--- config.mk ---
export PLATFORM = sky130hd
export DESIGN_NAME = rob_ctrl
export DESIGN_NICKNAME = d
export VERILOG_FILES = /design/src/rtl/rob_ctrl.sv
export SDC_FILE = /design/constraint.sdc
export NUM_CORES = 1
export LEC_CHECK = 0
export ABC_CLOCK_PERIOD_IN_PS = 10000
export CAP_MARGIN = 15
export CORE_ASPECT_RATIO = 0.75
export CORE_MARGIN = 2
export CORE_UTILIZATION = 45
export CTS_CLUSTER_SIZE = 40
export DETAILED_ROUTE_END_ITERATION = 8
export DONT_BUFFER_PORTS = 1
export SETUP_SLACK_MARGIN = 0.5
export SYNTH_ARGS = -nofsm -noshare
export SYNTH_HDL_FRONTEND = slang
export SYNTH_SLANG_ARGS = --single-unit
--- constraint.sdc ---
create_clock -name clk -period 10 [get_ports clk]
set_input_delay 1.5 -clock clk [delete_from_list [all_inputs] [get_ports clk]]
set_output_delay 1.5 -clock clk [all_outputs]
set_load 0.005 [all_outputs]
--- src/rtl/rob_ctrl.sv ---
// rob_ctrl: reorder-buffer control. It is a circular buffer of ROB_SIZE entries
// that is allocated in program order, completed out of order by writeback, and
// committed in order from the head. When a taken branch commits, the whole
// buffer is flushed.
// Optional feature: define TARTARUGA_ROB_COMMIT_BYPASS_EN so that a full
// buffer can accept an allocation in the same cycle that its head commits.
module rob_ctrl #(
  parameter  int unsigned ROB_SIZE = 16,
  localparam int unsigned IDX_BITS = $clog2(ROB_SIZE)
) (
  input  logic                clk,
  input  logic                reset,
  input  logic                alloc_valid_i,
  input  logic [31:0]         alloc_pc_i,
  input  logic [31:0]         alloc_instr_i,
  input  logic [4:0]          alloc_rd_i,
  input  logic                alloc_we_i,
  input  logic                alloc_store_i,
  output logic                alloc_ready_o,
  output logic [IDX_BITS-1:0] alloc_idx_o,
  input  logic                wb_valid_i,
  input  logic [IDX_BITS-1:0] wb_idx_i,
  input  logic [31:0]         wb_result_i,
  input  logic                wb_branch_taken_i,
  input  logic [31:0]         wb_new_pc_i,
  output logic                commit_valid_o,
  input  logic                commit_ready_i,
  output logic [31:0]         commit_pc_o,
  output logic [4:0]          commit_rd_o,
  output logic                commit_we_o,
  output logic                commit_store_o,
  output logic [31:0]         commit_result_o,
  output logic                flush_o,
  output logic [31:0]         flush_pc_o,
  output logic [IDX_BITS:0]   count_o
);

  localparam logic [IDX_BITS:0]   FULL_CNT = (IDX_BITS+1)'(ROB_SIZE);
  localparam logic [IDX_BITS-1:0] IDX_ONE  = IDX_BITS'(1);

  // Control state
  logic [ROB_SIZE-1:0] valid_q, valid_d;
  logic [ROB_SIZE-1:0] completed_q, completed_d;
  logic [IDX_BITS-1:0] head_q, head_d;
  logic [IDX_BITS-1:0] tail_q, tail_d;
  logic [IDX_BITS:0]   count_q, count_d;

  // Entry payload. It needs no reset because valid/completed gate every use.
  logic [31:0] pc_q     [ROB_SIZE];
  logic [4:0]  rd_q     [ROB_SIZE];
  logic        we_q     [ROB_SIZE];
  logic        store_q  [ROB_SIZE];
  logic [31:0] result_q [ROB_SIZE];
  logic        taken_q  [ROB_SIZE];
  logic [31:0] new_pc_q [ROB_SIZE];

  logic alloc_fire, commit_fire, flush_fire, wb_hit;

  // The commit path never uses the instruction word.
  logic unused_instr;
  assign unused_instr = ^alloc_instr_i;

  assign commit_valid_o = valid_q[head_q] && completed_q[head_q];
  assign flush_o        = commit_valid_o && taken_q[head_q];
  assign commit_fire    = commit_valid_o && commit_ready_i;
  assign flush_fire     = commit_fire && flush_o;
  assign wb_hit         = wb_valid_i && valid_q[wb_idx_i];

`ifdef TARTARUGA_ROB_COMMIT_BYPASS_EN
  assign alloc_ready_o = ((count_q < FULL_CNT) || commit_fire) && !flush_o;
`else
  assign alloc_ready_o = (count_q < FULL_CNT) && !flush_o;
`endif

  assign alloc_fire  = alloc_valid_i && alloc_ready_o;
  assign alloc_idx_o = tail_q;
  assign count_o     = count_q;

  // Head fields are driven as zero while no commit is presented.
  assign commit_pc_o     = commit_valid_o ? pc_q[head_q]     : '0;
  assign commit_rd_o     = commit_valid_o ? rd_q[head_q]     : '0;
  assign commit_we_o     = commit_valid_o ? we_q[head_q]     : 1'b0;
  assign commit_store_o  = commit_valid_o ? store_q[head_q]  : 1'b0;
  assign commit_result_o = commit_valid_o ? result_q[head_q] : '0;
  assign flush_pc_o      = flush_o        ? new_pc_q[head_q] : '0;

  // Next-state logic. The order wb -> commit -> alloc matters: with the bypass,
  // tail equals the committing head, so the allocation must be the last write.
  always_comb begin
    valid_d     = valid_q;
    completed_d = completed_q;
    head_d      = head_q;
    tail_d      = tail_q;
    count_d     = count_q;
    if (flush_fire) begin
      valid_d     = '0;
      completed_d = '0;
      head_d      = '0;
      tail_d      = '0;
      count_d     = '0;
    end else begin
      if (wb_hit) completed_d[wb_idx_i] = 1'b1;
      if (commit_fire) begin
        valid_d[head_q] = 1'b0;
        head_d          = head_q + IDX_ONE;
      end
      if (alloc_fire) begin
        valid_d[tail_q]     = 1'b1;
        completed_d[tail_q] = 1'b0;
        tail_d              = tail_q + IDX_ONE;
      end
      count_d = count_q + {{IDX_BITS{1'b0}}, alloc_fire}
                        - {{IDX_BITS{1'b0}}, commit_fire};
    end
  end

  // Control registers. Reset takes precedence over every other update.
  always_ff @(posedge clk) begin
    if (reset) begin
      valid_q     <= '0;
      completed_q <= '0;
      head_q      <= '0;
      tail_q      <= '0;
      count_q     <= '0;
    end else begin
      valid_q     <= valid_d;
      completed_q <= completed_d;
      head_q      <= head_d;
      tail_q      <= tail_d;
      count_q     <= count_d;
    end
  end

  // Payload capture on allocation and on writeback to a live entry.
  always_ff @(posedge clk) begin
    if (alloc_fire) begin
      pc_q[tail_q]    <= alloc_pc_i;
      rd_q[tail_q]    <= alloc_rd_i;
      we_q[tail_q]    <= alloc_we_i;
      store_q[tail_q] <= alloc_store_i;
    end
    if (wb_hit) begin
      result_q[wb_idx_i] <= wb_result_i;
      taken_q[wb_idx_i]  <= wb_branch_taken_i;
      new_pc_q[wb_idx_i] <= wb_new_pc_i;
    end
  end

endmodule

==> impl_metrics.env, run 1 <==
export IMPL_status="finished, final reports clean"
export IMPL_num_vias=29702
export IMPL_cts_tree="built"
export IMPL_max_freq_mhz=159.9
export IMPL_ioPinCount=260
export IMPL_placed_area_um2=68290
export IMPL_clk_pin_slew_worst_paths_ns=0.07
export IMPL_cts_buffer_depth=3
export IMPL_synth_top_cell_by_area="edfxtp_1"
export IMPL_synthTopCellsByArea="edfxtp_1, mux4_2, dfxtp_1"
export IMPL_finalSetupViolations=0
export IMPL_cap_violations=0
export IMPL_synthCells=2752
export IMPL_hold_path_class="register to register"
export IMPL_numCtsBuffers=165
export IMPL_p_leak_nw=21.95
export IMPL_num_nets_final=2988
export IMPL_synth_edf_count=1664
export IMPL_post_synth_top_count_cell="edfxtp_1"
export IMPL_cts_sink_count=1713
export IMPL_synth_top_flop_cell="edfxtp_1"
export IMPL_ys_seq_elements=1713
export IMPL_seq_area_um2=50960
export IMPL_synth_top_area_share_pct=75.82
export IMPL_maxSlewViolCount=0
export IMPL_dr_pass1_iters=7
export IMPL_vdd_drop_max_mv=0.1292
export IMPL_yosysWarningCount=0
export IMPL_p_per_area_nw_per_um2=194.4
export IMPL_slew_headroom_pct=23.85
export IMPL_crit_chain="buf_12 -> buf_4 -> mux4_2 -> mux4_2 -> nor2b_1"
export IMPL_die_area_um2=149600
export IMPL_fin_worst_skew_ns=0.02186
export IMPL_start_kind="register"
export IMPL_path_max_fanout=119
export IMPL_drc=0
export IMPL_drive_above_1_share_pct=29.65
export IMPL_cts_root_buf="clkbuf_16"
export IMPL_cp_arrival_ns=4.76
export IMPL_timing_setup_tns_ns=0
export IMPL_antenna_found_initial=3
export IMPL_fillers=11039
export IMPL_rsz0062_at_grt="false"
export IMPL_critical_path_class="register to primary output"
export IMPL_area_growth_pct=11.56
export IMPL_synth_avg_cell_area_um2=23.95
export IMPL_ctsResizeCount=0
export IMPL_grt_overflow=0
export IMPL_port_buffers=0
export IMPL_rows=121
export IMPL_fp_dieH_um=335.4
export IMPL_cts_setup_buffers=0
export IMPL_layout_cells_non_filler=4871
export IMPL_critPathCaptureType="primary output"
export IMPL_final_area_um2=73520
export IMPL_drt_iter0_markers=3430
export IMPL_via_per_inst=6.098
export IMPL_grt_util_all_layers_pct=20.96
export IMPL_multi_input_area_um2=14250
export IMPL_slowest_stage="buf_4"
export IMPL_final_hold_viol_count=0
export IMPL_synthArstFlopShare_pct=0
export IMPL_dpl_worst_slack_ns=4.448
export IMPL_fin_crit_ns=6.256
export IMPL_synth_cell_types=39
export IMPL_critPathMaxStageDelay_ns=0.82
export IMPL_post_place_cells=4568
export IMPL_worst_pin_slew_ns=1.142
export IMPL_grt_max_degree=120
export IMPL_ant_nets=0
export IMPL_crit_top_cell="mux4_2"
export IMPL_htree_levels=4
export IMPL_insertedDiodeCount=0
export IMPL_grt_pass1_wl_um=222600
export IMPL_place_congestion=0.7967
export IMPL_core_area_um2=145200
export IMPL_avgRoutedWirePerCell_um=32.03
export IMPL_dp_hpwl_um=78690
export IMPL_fin_crit_sh_pct=62.56
export IMPL_setup_ws_ns=3.744
export IMPL_p_total_mw=14.29
export IMPL_die_w_um=445.9
export IMPL_grt_pass1_vias=30947
export IMPL_clock_latency_ns=0.79
export IMPL_postRouteWirelength_um=156000
export IMPL_syn_cell_area_um2=65900
export IMPL_synthTopCellsByCount="edfxtp_1, mux4_2, clkbuf_1"
export IMPL_worstPathRequired_ns=8.50
export IMPL_initial_core_util_pct=45.39
export IMPL_postCtsHoldBufs=0
export IMPL_synth_nets=2911
export IMPL_ys_seq_area_share_pct=77.31
path summary, 6_finish.rpt:
check              from             end  slack (ns)  cells after the start
max            register  flush_pc_o[24]        3.74                      5
min          valid_q[8]      valid_q[8]        0.49                      2
max reg2reg    register      count_o[4]        5.22                     13
min reg2reg  valid_q[8]      valid_q[8]        0.49                      2
worst max-delay path, delay by kind of cell (launching register included):
family | cells | cell delay, ns
buffers and inverters | 2 | 1.62
multiplexers | 2 | 1.15
flip-flops | 1 | 0.80
AND/OR/NAND/NOR | 1 | 0.18
flip-flops by register name, indices dropped and copies added, names as in the netlist, named ones only:
register,flops
valid_q,16
alloc_idx_o,4
rd_q,80
we_q,16
completed_q,16
head_q,4
new_pc_q,512
taken_q,16
count_o,5
pc_q,512
store_q,16
result_q,512
through the flow:
| stage | hold slack (ns) | utilization [%] |
|---|---|---|
| after floorplan | 0.4481 | - |
| after global placement | 0.4700 | 47.04 |
| after detailed placement | 0.4784 | 47.04 |
| after CTS | 0.4908 | 50.64 |
| after global routing | 0.5032 | 50.64 |
| final | 0.4904 | 50.64 |
cells by family (layout without fill, tap and decap cells):
group,count (synthesis),count (layout),share of synthesized area [%]
mux,539,539,18.29
compound gates,74,74,0.8220
fa+ha+maj,14,14,0.2772
xor+xnor,4,4,0.05317
flops,1713,1713,77.31
simple gates,219,219,1.986
buf+inv,189,402,1.266
area by class of cell:
| cell class | instances | area share, % |
|---|---|---|
| sequential | 1713 | 69.32 |
| multi-input combinational | 850 | 19.38 |
| clock buffer | 208 | 5.893 |
| tap | 1906 | 3.244 |
| clock inverter | 95 | 1.225 |
| timing repair buffer | 67 | 0.7692 |
| inverter | 32 | 0.1770 |
metal layers:
metal / GRT usage, % / routed length, µm / up-vias
met2: 33.68 / 76330 / 1120
met5: 0 / 0 / -
met3: 4.853 / 11360 / 230
li1: - / - / 12024
met4: 5.301 / 3119 / 0
met1: 29.20 / 65190 / 16328
layout by cell type, fill, tap and decap left out, types with 22 or more instances in the layout:
cell       instances
o311ai_0          22
mux4_2           532
clkbuf_1          41
buf_4             62
clkinv_1          37
dfxtp_1           45
clkinv_2          32
clkbuf_16        167
nor2b_1           35
nor2_1            28
and3_1            72
edfxtp_1        1664
a21oi_1           23
power breakdown:
part           switching [mW]  total, mW  internal [mW]
Clock                    2.66       6.04           3.38
Sequential             0.0260       7.97           7.95
Combinational           0.181      0.276         0.0954
Note: power is estimated with default switching activity, not from simulation.
==> run 2: changes to the inputs <==
--- a/config.mk
+++ b/config.mk
@@ -5,7 +5,7 @@
 export SDC_FILE = /design/constraint.sdc
 export NUM_CORES = 1
 export LEC_CHECK = 0
-export ABC_CLOCK_PERIOD_IN_PS = 10000
+export ABC_CLOCK_PERIOD_IN_PS = 5600
 export CAP_MARGIN = 15
 export CORE_ASPECT_RATIO = 0.75
 export CORE_MARGIN = 2
==> constraint.sdc (replaced) <==
create_clock -name clk -period 5.6 [get_ports clk]
set_input_delay 0.84 -clock clk [delete_from_list [all_inputs] [get_ports clk]]
set_output_delay 0.84 -clock clk [all_outputs]
set_load 0.005 [all_outputs]
==> run 2 against run 1 <==
Non-clock buffer count increased by 8. Sequential power is 78% higher. Count of clock-buffer cells in the layout down 10. Design area increased by 0.81%. Via count fell by 0.97%. Total power rose by 82%. First-iteration DRC count down 6.3%. Critical path type unchanged. Setup slack got worse by 2.9 ns. Sequential share of layout area shrank 0.55 points. Clock skew grew 0.016 ns.
==> impl_metrics.env, run 2 (synthesis gave the netlist of run 1 again) <==
export IMPL_r2r_cells=6
export IMPL_p_per_area_nw_per_um2=350.9
export IMPL_die_area_um2=149600
export IMPL_drt_iter0_markers=3215
export IMPL_rows=121
export IMPL_via_per_inst=6.026
export IMPL_status="finished, final reports clean"
export IMPL_num_vias=29415
export IMPL_dr_pass1_iters=5
export IMPL_grt_util_all_layers_pct=20.52
export IMPL_final_cell_mix="edfxtp_1, mux4_2, clkbuf_16, and3_1, buf_4"
export IMPL_fin_worst_skew_ns=0.03766
export IMPL_p_leak_nw=22.17
export IMPL_pwr_share_clk_pct=43.4
export IMPL_post_place_cells=4575
export IMPL_grt_pass1_vias=30727
export IMPL_postCtsHoldBufs=0
export IMPL_cap_violations=0
export IMPL_min_from="wb_result_i[12]"
export IMPL_final_common_cell="edfxtp_1"
export IMPL_rsz0062_at_grt="false"
export IMPL_timing_setup_tns_ns=0
export IMPL_grt_pass1_wl_um=218300
export IMPL_htree_levels=4
export IMPL_holdPathEnd="result_q[5][12]"
export IMPL_place_congestion=0.8178
export IMPL_ant_nets=0
export IMPL_die_w_um=445.9
export IMPL_port_buffers=0
export IMPL_start_kind="register"
export IMPL_clock_latency_ns=0.81
export IMPL_numCtsBuffers=165
export IMPL_whs_path_depth=0
export IMPL_initial_core_util_pct=45.39
export IMPL_path_max_fanout=37
export IMPL_postRouteWirelength_um=152600
export IMPL_hold_path_class="input pin to register"
export IMPL_layout_cells_non_filler=4881
export IMPL_clk_pin_slew_worst_paths_ns=0.06
export IMPL_ioPinCount=260
export IMPL_vdd_drop_max_mv=0.2799
export IMPL_worstPathRequired_ns=4.76
export IMPL_area_growth_pct=12.46
export IMPL_dp_hpwl_um=76810
export IMPL_reg2reg_slack_ns=1.18
export IMPL_cts_setup_buffers=0
export IMPL_comb_power_share_pct=1.9
export IMPL_fp_dieH_um=335.4
export IMPL_critPathCaptureType="primary output"
export IMPL_cts_root_buf="clkbuf_16"
export IMPL_whs_ns=0.1209
export IMPL_antenna_found_initial=4
export IMPL_maxSlewViolCount=0
export IMPL_fin_crit_ns=4.770
export IMPL_fin_crit_sh_pct=85.18
export IMPL_top_regs="new_pc_q x512, pc_q x512, result_q x512"
export IMPL_num_nets_final=2996
export IMPL_final_hold_viol_count=0
export IMPL_core_area_um2=145200
export IMPL_r2r_start="head_q[0]"
export IMPL_worst_pin_slew_ns=1.149
export IMPL_grt_max_degree=147
export IMPL_p_seq_share_pct=54.7
export IMPL_fillers=11001
export IMPL_cp_arrival_ns=3.93
export IMPL_switchingPower_mw=5.243
export IMPL_grt_overflow=0
export IMPL_p_int_mw=20.77
export IMPL_drc=0
export IMPL_critical_path_class="register to primary output"
export IMPL_avgRoutedWirePerCell_um=31.27
export IMPL_p_total_mw=26.01
export IMPL_slew_headroom_pct=23.21
export IMPL_cts_buffer_depth=3
export IMPL_switching_share_pct=20.16
export IMPL_cts_tree="built"
export IMPL_finalSetupViolations=0
export IMPL_drive_above_1_share_pct=30.13
export IMPL_max_freq_mhz=209.6
export IMPL_cts_sink_count=1713
export IMPL_regToRegEndpoint="pc_q[8][30]"
==> run 2: changes by cell type in the layout (fill, tap and decap cells not counted), sizes merged <==
cell / before / now
clkbuf: 208 / 198
buf: 67 / 75
bufinv: 11 / 19
clkinv: 78 / 79
clkinvlp: 8 / 9
diode: 0 / 1
inv: 30 / 31
==> run 2: layout make-up <==
cell class	count	area, µm²	share of cell area (%)
antenna	1	2.502	0.003376
clock buffer	198	4273	5.765
clock inverter	106	1232	1.663
inverter	32	132.6	0.1789
multi-input combinational	850	14250	19.22
sequential	1713	50960	68.76
tap	1906	2385	3.218
timing repair buffer	75	882.1	1.190
==> run 2: worst max-delay path, cell delays in order (launching register included) <==
cell	delay, ns
dfxtp_1	0.83
mux4_2	0.36
nand2_1	0.09
nand4_1	0.14
buf_4	0.27
buf_4	0.47
buf_4	0.55
and3_1	0.39
==> run 2: stage by stage <==
| stage | area (µm²) | utilization, % | worst slack (ns) |
|---|---|---|---|
| after floorplan | 65900 | - | 0.7580 |
| after global placement | 68550 | 47.22 | 1.355 |
| after detailed placement | 68570 | 47.23 | 1.224 |
| after CTS | 74080 | 51.03 | 0.5078 |
| after global routing | 74120 | 51.05 | 0.5733 |
| final | 74120 | 51.05 | 0.8297 |
==> run 2: how the worst max path moves through the flow <==
stage	slack (ns)	to	startpoint	cells after the start
2_1_floorplan	0.76	new_pc_q[4][0]	wb_idx_i[0]	3
3_3_place_gp	1.35	rd_q[9][2]	head_q[0]	6
3_5_place_dp	1.22	pc_q[8][28]	head_q[0]	6
4_1_cts	0.51	commit_result_o[0]	register	5
5_1_grt	0.57	commit_result_o[0]	register	5
6_report	0.83	commit_result_o[0]	head_q[0]	7
==> run 2: power groups by stage <==
stage	Sequential, mW	Combinational (mW)	Clock [mW]
2_1_floorplan	14.5	0.310	0
3_3_place_gp	14.5	0.487	0
3_5_place_dp	14.5	0.492	0
4_1_cts	14.2	0.494	11.5
5_1_grt	14.2	0.527	12.0
6_report	14.2	0.491	11.3
==> run 2: layer usage <==
layer | track usage (%) | up-vias | routed length, µm
met4 | 5.099 | 0 | 2937
met3 | 4.159 | 205 | 9777
met5 | 0 | - | 0
met2 | 33.10 | 1003 | 75140
met1 | 28.91 | 16169 | 64790
li1 | - | 12038 | -
==> run 2: repair_timing <==
action	in CTS	in global routing
resized for setup	1	1
endpoints found under the setup margin	2	7
cloned	0	0
==> run 3: changes to the inputs <==
--- a/config.mk
+++ b/config.mk
@@ -13,6 +13,7 @@
 export CTS_CLUSTER_SIZE = 40
 export DETAILED_ROUTE_END_ITERATION = 8
 export DONT_BUFFER_PORTS = 1
+export PLACE_DENSITY = 0.6
 export SETUP_SLACK_MARGIN = 0.5
 export SYNTH_ARGS = -nofsm -noshare
 export SYNTH_HDL_FRONTEND = slang
==> results of run 3 <==
The final DEF is identical to that of run 2; final timing and power are the same.
